===== src/rtl/serdes_pkg.sv =====
// -----------------------------------------------------------------------------
// serdes_pkg
// Shared definitions for the serial deserializer slice.
//   state_t        : FSM encoding (IDLE, SHIFT, PAR; PAR used only when
//                    SERIAL_DESERIALIZER_PARITY_EN is defined)
//   DEFAULT_WIDTH  : default word length in bits
//   xor_reduce32   : reduction XOR helper for parity checking
// -----------------------------------------------------------------------------
package serdes_pkg;

  localparam int DEFAULT_WIDTH = 8;

  typedef enum logic [1:0] {
    ST_IDLE  = 2'd0,
    ST_SHIFT = 2'd1,
    ST_PAR   = 2'd2
  } state_t;

  // Reduction XOR over a zero-extended word; 0 means an even count of ones.
  function automatic logic xor_reduce32(input logic [31:0] i_data);
    return ^i_data;
  endfunction

endpackage


===== src/rtl/bit_counter.sv =====
// -----------------------------------------------------------------------------
// bit_counter
// Counts accepted bits within a word (0..WIDTH-1).
//   clk      : clock, rising edge
//   i_rst_n  : asynchronous active-low reset
//   i_en     : increment enable
//   i_clr    : synchronous clear (has priority over i_en)
//   o_cnt    : current count
//   o_tc     : terminal count, high while o_cnt == WIDTH-1
// -----------------------------------------------------------------------------
module bit_counter #(
  parameter int WIDTH = 8,
  parameter int CW    = (WIDTH > 2) ? $clog2(WIDTH) : 1
) (
  input  logic          clk,
  input  logic          i_rst_n,
  input  logic          i_en,
  input  logic          i_clr,
  output logic [CW-1:0] o_cnt,
  output logic          o_tc
);

  localparam logic [CW-1:0] LAST = CW'(WIDTH - 1);

  logic [CW-1:0] r_cnt;

  // Bit count register: clear wins over increment.
  always_ff @(posedge clk or negedge i_rst_n) begin
    if (!i_rst_n) begin
      r_cnt <= {CW{1'b0}};
    end else if (i_clr) begin
      r_cnt <= {CW{1'b0}};
    end else if (i_en) begin
      r_cnt <= r_cnt + {{(CW-1){1'b0}}, 1'b1};
    end
  end

  assign o_cnt = r_cnt;
  assign o_tc  = (r_cnt == LAST);

endmodule


===== src/rtl/serial_deserializer.sv =====
// -----------------------------------------------------------------------------
// serial_deserializer
// Assembles WIDTH-bit words from a serial bit stream and presents them through
// a valid/ready holding register. Optional even-parity checking is enabled by
// defining the macro SERIAL_DESERIALIZER_PARITY_EN.
//   clk        : clock, rising edge
//   reset      : asynchronous active-low reset
//   bit_in     : serial data bit
//   bit_valid  : bit_in accepted on this edge
//   word_out   : assembled word, stable while word_valid=1
//   word_valid : word_out holds an unconsumed word
//   word_ready : consumer takes word_out when word_valid & word_ready
//   overrun    : one-cycle pulse, a completed word was dropped
//   parity_err : one-cycle pulse, parity mismatch (0 without the macro)
// Parameters: WIDTH (2..32), MSB_FIRST (1: first bit -> word_out[WIDTH-1]).
// -----------------------------------------------------------------------------
module serial_deserializer
  import serdes_pkg::*;
#(
  parameter int WIDTH     = DEFAULT_WIDTH,
  parameter bit MSB_FIRST = 1'b1
) (
  input  logic             clk,
  input  logic             reset,
  input  logic             bit_in,
  input  logic             bit_valid,
  output logic [WIDTH-1:0] word_out,
  output logic             word_valid,
  input  logic             word_ready,
  output logic             overrun,
  output logic             parity_err
);

  localparam int CW = (WIDTH > 2) ? $clog2(WIDTH) : 1;

  state_t           r_state;
  state_t           w_state_nxt;
  logic [WIDTH-1:0] r_sh;
  logic [WIDTH-1:0] w_sh_shift;
  logic [WIDTH-1:0] r_word_out;
  logic             r_word_valid;
  logic             r_overrun;
  logic [CW-1:0]    w_cnt;
  logic             w_tc;
  logic             w_shift_en;
  logic             w_cnt_clr;
  logic             w_word_done;
  logic [WIDTH-1:0] w_word_data;

  // Shift direction decides which end of the word the first bit reaches.
  generate
    if (MSB_FIRST) begin : g_msb
      assign w_sh_shift = {r_sh[WIDTH-2:0], bit_in};
    end else begin : g_lsb
      assign w_sh_shift = {bit_in, r_sh[WIDTH-1:1]};
    end
  endgenerate

  // Data bits are only shifted in while collecting the word, never in PAR.
  assign w_shift_en = bit_valid && ((r_state == ST_IDLE) || (r_state == ST_SHIFT));
  assign w_cnt_clr  = w_shift_en && (r_state == ST_SHIFT) && w_tc;

  bit_counter #(
    .WIDTH (WIDTH),
    .CW    (CW)
  ) u_bit_counter (
    .clk     (clk),
    .i_rst_n (reset),
    .i_en    (w_shift_en),
    .i_clr   (w_cnt_clr),
    .o_cnt   (w_cnt),
    .o_tc    (w_tc)
  );

`ifdef SERIAL_DESERIALIZER_PARITY_EN
  logic w_par_bit;
  logic w_par_ok;
  logic r_par_err;

  // Parity bit arrives after the full data word sits in the shift register.
  assign w_par_bit   = bit_valid && (r_state == ST_PAR);
  assign w_par_ok    = (xor_reduce32(32'(r_sh)) ^ bit_in) == 1'b0;
  assign w_word_done = w_par_bit && w_par_ok;
  assign w_word_data = r_sh;

  // Parity error pulse register.
  always_ff @(posedge clk or negedge reset) begin
    if (!reset) begin
      r_par_err <= 1'b0;
    end else begin
      r_par_err <= w_par_bit && !w_par_ok;
    end
  end

  assign parity_err = r_par_err;
`else
  // The completing bit is still on bit_in, so take the post-shift value.
  assign w_word_done = w_cnt_clr;
  assign w_word_data = w_sh_shift;
  assign parity_err  = 1'b0;
`endif

  // FSM next-state decode.
  always_comb begin
    w_state_nxt = r_state;
    case (r_state)
      ST_IDLE: begin
        if (w_shift_en) begin
          w_state_nxt = ST_SHIFT;
        end else begin
          w_state_nxt = ST_IDLE;
        end
      end
      ST_SHIFT: begin
        if (w_cnt_clr) begin
`ifdef SERIAL_DESERIALIZER_PARITY_EN
          w_state_nxt = ST_PAR;
`else
          w_state_nxt = ST_IDLE;
`endif
        end else begin
          w_state_nxt = ST_SHIFT;
        end
      end
      ST_PAR: begin
        if (bit_valid) begin
          w_state_nxt = ST_IDLE;
        end else begin
          w_state_nxt = ST_PAR;
        end
      end
      default: begin
        w_state_nxt = ST_IDLE;
      end
    endcase
  end

  // FSM state and shift register.
  always_ff @(posedge clk or negedge reset) begin
    if (!reset) begin
      r_state <= ST_IDLE;
      r_sh    <= {WIDTH{1'b0}};
    end else begin
      r_state <= w_state_nxt;
      if (w_shift_en) begin
        r_sh <= w_sh_shift;
      end
    end
  end

  // Holding register: a completed word loads if the slot is empty or is being
  // consumed on the same edge; otherwise the new word is dropped.
  always_ff @(posedge clk or negedge reset) begin
    if (!reset) begin
      r_word_out   <= {WIDTH{1'b0}};
      r_word_valid <= 1'b0;
      r_overrun    <= 1'b0;
    end else begin
      r_overrun <= 1'b0;
      if (w_word_done) begin
        if (!r_word_valid || word_ready) begin
          r_word_out   <= w_word_data;
          r_word_valid <= 1'b1;
        end else begin
          r_overrun <= 1'b1;
        end
      end else if (r_word_valid && word_ready) begin
        r_word_valid <= 1'b0;
      end
    end
  end

  assign word_out   = r_word_out;
  assign word_valid = r_word_valid;
  assign overrun    = r_overrun;

endmodule


===== config.mk =====
export PLATFORM = sky130hd
export DESIGN_NAME = serial_deserializer
export DESIGN_NICKNAME = d
export VERILOG_FILES = /design/src/rtl/serdes_pkg.sv /design/src/rtl/bit_counter.sv /design/src/rtl/serial_deserializer.sv
export SDC_FILE = /design/constraint.sdc
export NUM_CORES = 1
export LEC_CHECK = 0
export BUFFER_PORTS_ARGS = -buffer_cell sky130_fd_sc_hd__buf_2
export CORE_UTILIZATION = 45
export DETAILED_ROUTE_END_ITERATION = 12
export GPL_ROUTABILITY_DRIVEN = 0
export PLACE_DENSITY = 0.67
export REMOVE_ABC_BUFFERS = 1
export SLEW_MARGIN = 10
export SYNTH_ARGS = -nofsm -noshare
export SYNTH_HDL_FRONTEND = slang
export SYNTH_SLANG_ARGS = --single-unit
export TNS_END_PERCENT = 5

===== constraint.sdc =====
create_clock -name clk -period 3.15 [get_ports clk]
set_clock_uncertainty 0.1 [all_clocks]
set_input_delay 0.1575 -clock clk [delete_from_list [all_inputs] [get_ports clk]]
set_output_delay 0.1575 -clock clk [all_outputs]
set_load 0.005 [all_outputs]

After elaboration in Yosys (flattened, before gate mapping)
Cells that the tools add are included.
- register bits: 22
- output and inout port bits: 11
- input bits: 5
- equality and inequality tests: 4
- add/sub/neg operators: 1
- muxes and demuxes: 11
- reductions and logical operators: 12
- operators with widths (cell ; count):
    $mux 1 ; 7
    $mux 3 ; 2
    $pmux 2 s3 ; 1
    $logic_and 1x1->1 ; 4
    $reduce_and 2->1 ; 2
    $reduce_bool 2->1 ; 2
    $add 3x1->3 const B ; 1
    $eq 3x3->1 const B ; 1
    $eq 2x1->1 const B ; 1
    $eq 2x2->1 const B ; 1
    $logic_not 2->1 ; 1
    $logic_or 1x1->1 ; 2
    $mux 2 ; 1
    $ne 2x2->1 const B ; 1
    $logic_not 1->1 ; 1

Longest topological paths before layout
- depth after elaboration: 7
- gate-level depth with buffers: 5
- gate-level depth less buffers: 5

Cells and area by module
A second synthesis with hierarchy kept.
- cells, all modules: 60
- area total of the unflattened synthesis: 927.1 µm²
- modules (own cells, without submodules) (module ; times used ; cells an instance ; area each (µm²) ; seq. area each (µm²)):
    serial_deserializer ; 1 ; 49 ; 787.0 ; 475.5
    bit_counter ; 1 ; 11 ; 140.1 ; 75.1

Worst setup path after synthesis
No wires, ideal clock.
- path type: register to register
- start point: register u_bit_counter.r_cnt[0], in the netlist u_bit_counter.o_cnt[0]
- end point: register r_word_out[0], in the netlist word_out[0]
- cell stages (with the launch flop): 6
- library setup time: 0.125 ns
- slack: 1.461 ns
- buffers on the path: 0
- arrival: 1.464 ns
- period minus slack after synthesis: 1.689 ns
- path through: dfrtp_1 -> ha_1 -> ha_1 -> nand2_1 -> nor3b_4 -> mux2_2
- longest elaborated chain between the ends: 3
- ends and longest elaborated chain (what ; RTL line ; text):
    start, declared ; bit_counter.sv:25 ; logic [CW-1:0] r_cnt;
    start signal, assigned ; bit_counter.sv:30 ; r_cnt <= {CW{1'b0}};
    start signal, assigned ; bit_counter.sv:32 ; r_cnt <= {CW{1'b0}};
    start signal, assigned ; bit_counter.sv:34 ; r_cnt <= r_cnt + {{(CW-1){1'b0}}, 1'b1};
    $eq 3x3->1 ; bit_counter.sv:39 ; assign o_tc = (r_cnt == LAST);
    $logic_and 1x1->1 ; serial_deserializer.sv:61 ; assign w_cnt_clr = w_shift_en && (r_state == ST_SHIFT) && w_tc;
    $reduce_and 2->1 (no line) ; n/a ;
    end signal, assigned ; serial_deserializer.sv:155 ; r_word_out <= {WIDTH{1'b0}};
    end signal, assigned ; serial_deserializer.sv:162 ; r_word_out <= w_word_data;
    end, declared ; serial_deserializer.sv:40 ; logic [WIDTH-1:0] r_word_out;
No other way between the ends.
A chain may end at the register's enable or synchronous reset.

Final worst setup path
- start point: input bit_valid
- end point: register r_word_out[6], in the netlist word_out[6]
- longest elaborated chain between the ends: 4
- ends and longest elaborated chain (what ; RTL line ; text):
    start, declared ; serial_deserializer.sv:26 ; input logic bit_valid,
    $logic_and 1x1->1 ; serial_deserializer.sv:60 ; assign w_shift_en = bit_valid && ((r_state == ST_IDLE) || (r_state == ST_SHIFT));
    $logic_and 1x1->1 (2 in a row) ; serial_deserializer.sv:61 ;
    $reduce_and 2->1 (no line) ; n/a ;
No other way between the ends.

==> implementation parameters <==
Parameter                              Value

Clock network
  Count of cells resized by post-cts repair    0
  Sinks on Clock Net    22
  Post-CTS Setup Repair Bufs    0
  Maximum count of clock buffers along a single path    2
  Clock-pin slew reported for the worst setup and hold paths after clock tree synthesis    approximately 0.12 ns
  CTS buffer count    3
  H-tree depth    1
  Clock tree root driver cell    sky130_fd_sc_hd__clkbuf_4
  TritonCTS clock tree    yes
  Worst skew pair latency    approximately 0.30 ns
  Quantity of hold-fixing buffers added after cts    3

Timing
  # setup viols final    0
  Least setup slack across all paths after layout    1.17 ns
  Worst relative slew slack    56.9%
  Transition time at the pin with the least slew margin    between 0.6 and 0.7 ns
  Final hold viol count    0
  Min cycle time layout    a little under 2 ns
  Highest clock rate    0.504 GHz
  Sum of negative setup slack    0 ns
  Total count of max-transition violations in the final report    0
  Tcrit/Tclk final    63.0%
  RSZ-0062 raised after global routing    no
  Final Hold Slack    0.0735 ns

Placement
  Number of cells after detailed placement    96
  Post-Place Worst Slack    roughly 1.2 ns
  Estimated wirelength of the detail-placed design    slightly above 800 um
  I/O Buffers    14
  Area after detailed placement    ~950 um2

Detailed routing
  Total iterations of the first detailed-routing run    2
  Drt initial violations    2
  Final routed DRC violation total    0
  Mean routed wirelength per cell    about 12 um
  Via/cell ratio    around 5.0
  Final ANT Viol Nets    0
  Routed Wire Length    1200 um
  Via count    514

Cells and area
  Diodes inserted    0
  Area growth, synth to finish    18.3%
  Most common library cell in the layout ignoring fill and taps    sky130_fd_sc_hd__dfrtp_1
  Post-layout instance count excluding filler cells    around 100
  Fraction of layout cells with a size suffix above 1    approximately 45%
  Highest-count cells in the layout ignoring fill and taps    sky130_fd_sc_hd__dfrtp_1 (22), sky130_fd_sc_hd__mux2_2 (16), sky130_fd_sc_hd__buf_2 (14)
  Final-layout fill cell count    about 150
  Cell area after layout    a little over 0.001 mm2
  Nets@finish    86

GRT
  Grt ovf    0
  Antenna violations before repair    0
  Global Route Usage Sum    around 14%
  Largest net degree at the start of global routing    23
  First-pass GRT wire length    2030 um
  Via count of the first global-routing pass    about 460

Worst setup path
  Sort of element at the start of the critical path    primary input
  Peak per-stage delay on the critical path    approximately 0.53 ns
  Data required time at the worst endpoint    roughly 3.3 ns
  Capturing element type of the critical path    flip-flop
  Endpoint arrival time on the critical path    approximately 2.1 ns
  Kind of critical path    in2reg
  Cell with the biggest individual delay on the critical path    sky130_fd_sc_hd__nor3b_4
  Max FO, Critical Path    15
  Cell Chain, Critical Path    dlygate4sd3_1, buf_2, nand2b_1, nor3b_4, mux2_2
  R2r worst-path depth    3

Pwr
  Psw    approximately 200 uW
  Share of total power in sequential cells    about half
  Clock network fraction of design power    25.7%
  Combinational share of power    a little under a quarter
  Switching portion of total power    24.7%
  Power Dens Cells    between 700 and 800 mW/mm2
  LEAKAGE    roughly 0.5 nW
  Internal power summed over all cells    slightly above 600 uW
  IR Drop Worst-Case VDD    about 0.00035 V

Synthesis
  Most area-hungry cell type in the Yosys netlist    sky130_fd_sc_hd__dfrtp_1
  Post-synthesis instance total    60
  Netlist cell types    15
  Syn Std Cell Area    ~900 um2
  Portion of synthesized cell area occupied by the leading cell type    approximately 63%
  Count of synthesis-stage warnings from yosys    0
  Biggest area contributors in the synthesized netlist    sky130_fd_sc_hd__dfrtp_1 (63%), sky130_fd_sc_hd__mux2_2 (21%), sky130_fd_sc_hd__ha_1 (2.9%)
  Post-synthesis area per instance    ~15 um2
  Portion of the post-synthesis area used by sequential elements    a little over three fifths
  #FFs+latches synth    22

Die
  Site Rows    15
  Area of the core    around 0.0018 mm2
  Die height    roughly 46 um
  X dimension of the die    roughly 46 um
  I/O Pins    16
  Die area    around 0.0021 mm2
  Initial core utilization    49.2%

Hold path
  Worst hold path stage count    3
  HP Class    in2reg

Run status
  Status    finished clean

Run
  Count of max-cap constraint violations    0
## worst paths after layout
kind | startpoint | endpoint | slack (ns)
setup / recovery | bit_valid | word_out[6] | 1.17
hold / removal | word_ready | overrun | 0.07
setup reg to reg | r_state[1] | word_out[6] | 1.18
hold reg to reg | r_state[1] | r_state[0] | 0.36
max in group asynchronous | reset | r_sh[6] | 2.40
min in group asynchronous | reset | word_out[5] | 0.23
## logic make-up (layout without fill, tap and decap cells)
family | count (synthesis) | after routing | share of synthesized area (%)
flops | 22 | 22 | 62.8
mux | 16 | 16 | 20.5
simple gates | 12 | 12 | 8.42
compound gates | 4 | 4 | 2.28
buf+inv | 3 | 21 | 2.71
fa+ha+maj | 2 | 2 | 2.85
other cells | 1 | 1 | 0.428
## metal layers
metal	routed length, um	track usage, %
met4	14	8.82
met1	589	18.7
met2	555	20.3
met5	0	0
met3	38	4.71
## layout make-up
type / count / area, um2 / share of cell area [%]
multi-input cells: 35 / 303 / 29.2
repair buffers: 17 / 100 / 9.65
flip-flops and latches: 22 / 551 / 53.1
clock buffers: 3 / 22.5 / 2.17
well taps: 25 / 31.3 / 3.02
clock inverters: 1 / 30.0 / 2.90
## cells in the mapped netlist
library cell	count
sky130_fd_sc_hd__dfrtp_1	22
sky130_fd_sc_hd__o21ai_0	4
sky130_fd_sc_hd__nor3b_4	1
sky130_fd_sc_hd__mux2_2	16
sky130_fd_sc_hd__conb_1	1
sky130_fd_sc_hd__nor3b_1	1
sky130_fd_sc_hd__ha_1	2
sky130_fd_sc_hd__nor2_1	1
sky130_fd_sc_hd__nand3_1	1
sky130_fd_sc_hd__buf_4	1
sky130_fd_sc_hd__nand2b_1	3
sky130_fd_sc_hd__buf_6	1
sky130_fd_sc_hd__buf_2	1
sky130_fd_sc_hd__nand2_1	4
sky130_fd_sc_hd__nor3_1	1
## through the flow
step | utilization (%) | power, mW
global placement | 53.5 | 0.615
floorplan | - | 0.540
CTS | 58.2 | 0.838
global route | 58.2 | 0.892
finish | 58.2 | 0.823
detailed placement | 53.5 | 0.622
## power groups by stage
| stage | Sequential, mW | Combinational [mW] | Clock [mW] |
|---|---|---|---|
| finish | 0.419 | 0.193 | 0.211 |
| floorplan | 0.426 | 0.114 | 0 |
| CTS | 0.420 | 0.198 | 0.219 |
| global placement | 0.425 | 0.190 | 0 |
| global route | 0.433 | 0.228 | 0.231 |
| detailed placement | 0.427 | 0.195 | 0 |
## sequential cells by signal, summed over array words and instances, names as in the netlist
name,flops
r_state,2
word_out,8
overrun,1
r_sh,7
word_valid,1
u_bit_counter.o_cnt,3
## critical path, delay by kind of cell
family                 cells  cell delay (ns)
buffers and inverters      2             0.65
muxes                      1             0.39
and+or+nand+nor            2             0.88
(Power assumes the default switching activity.)
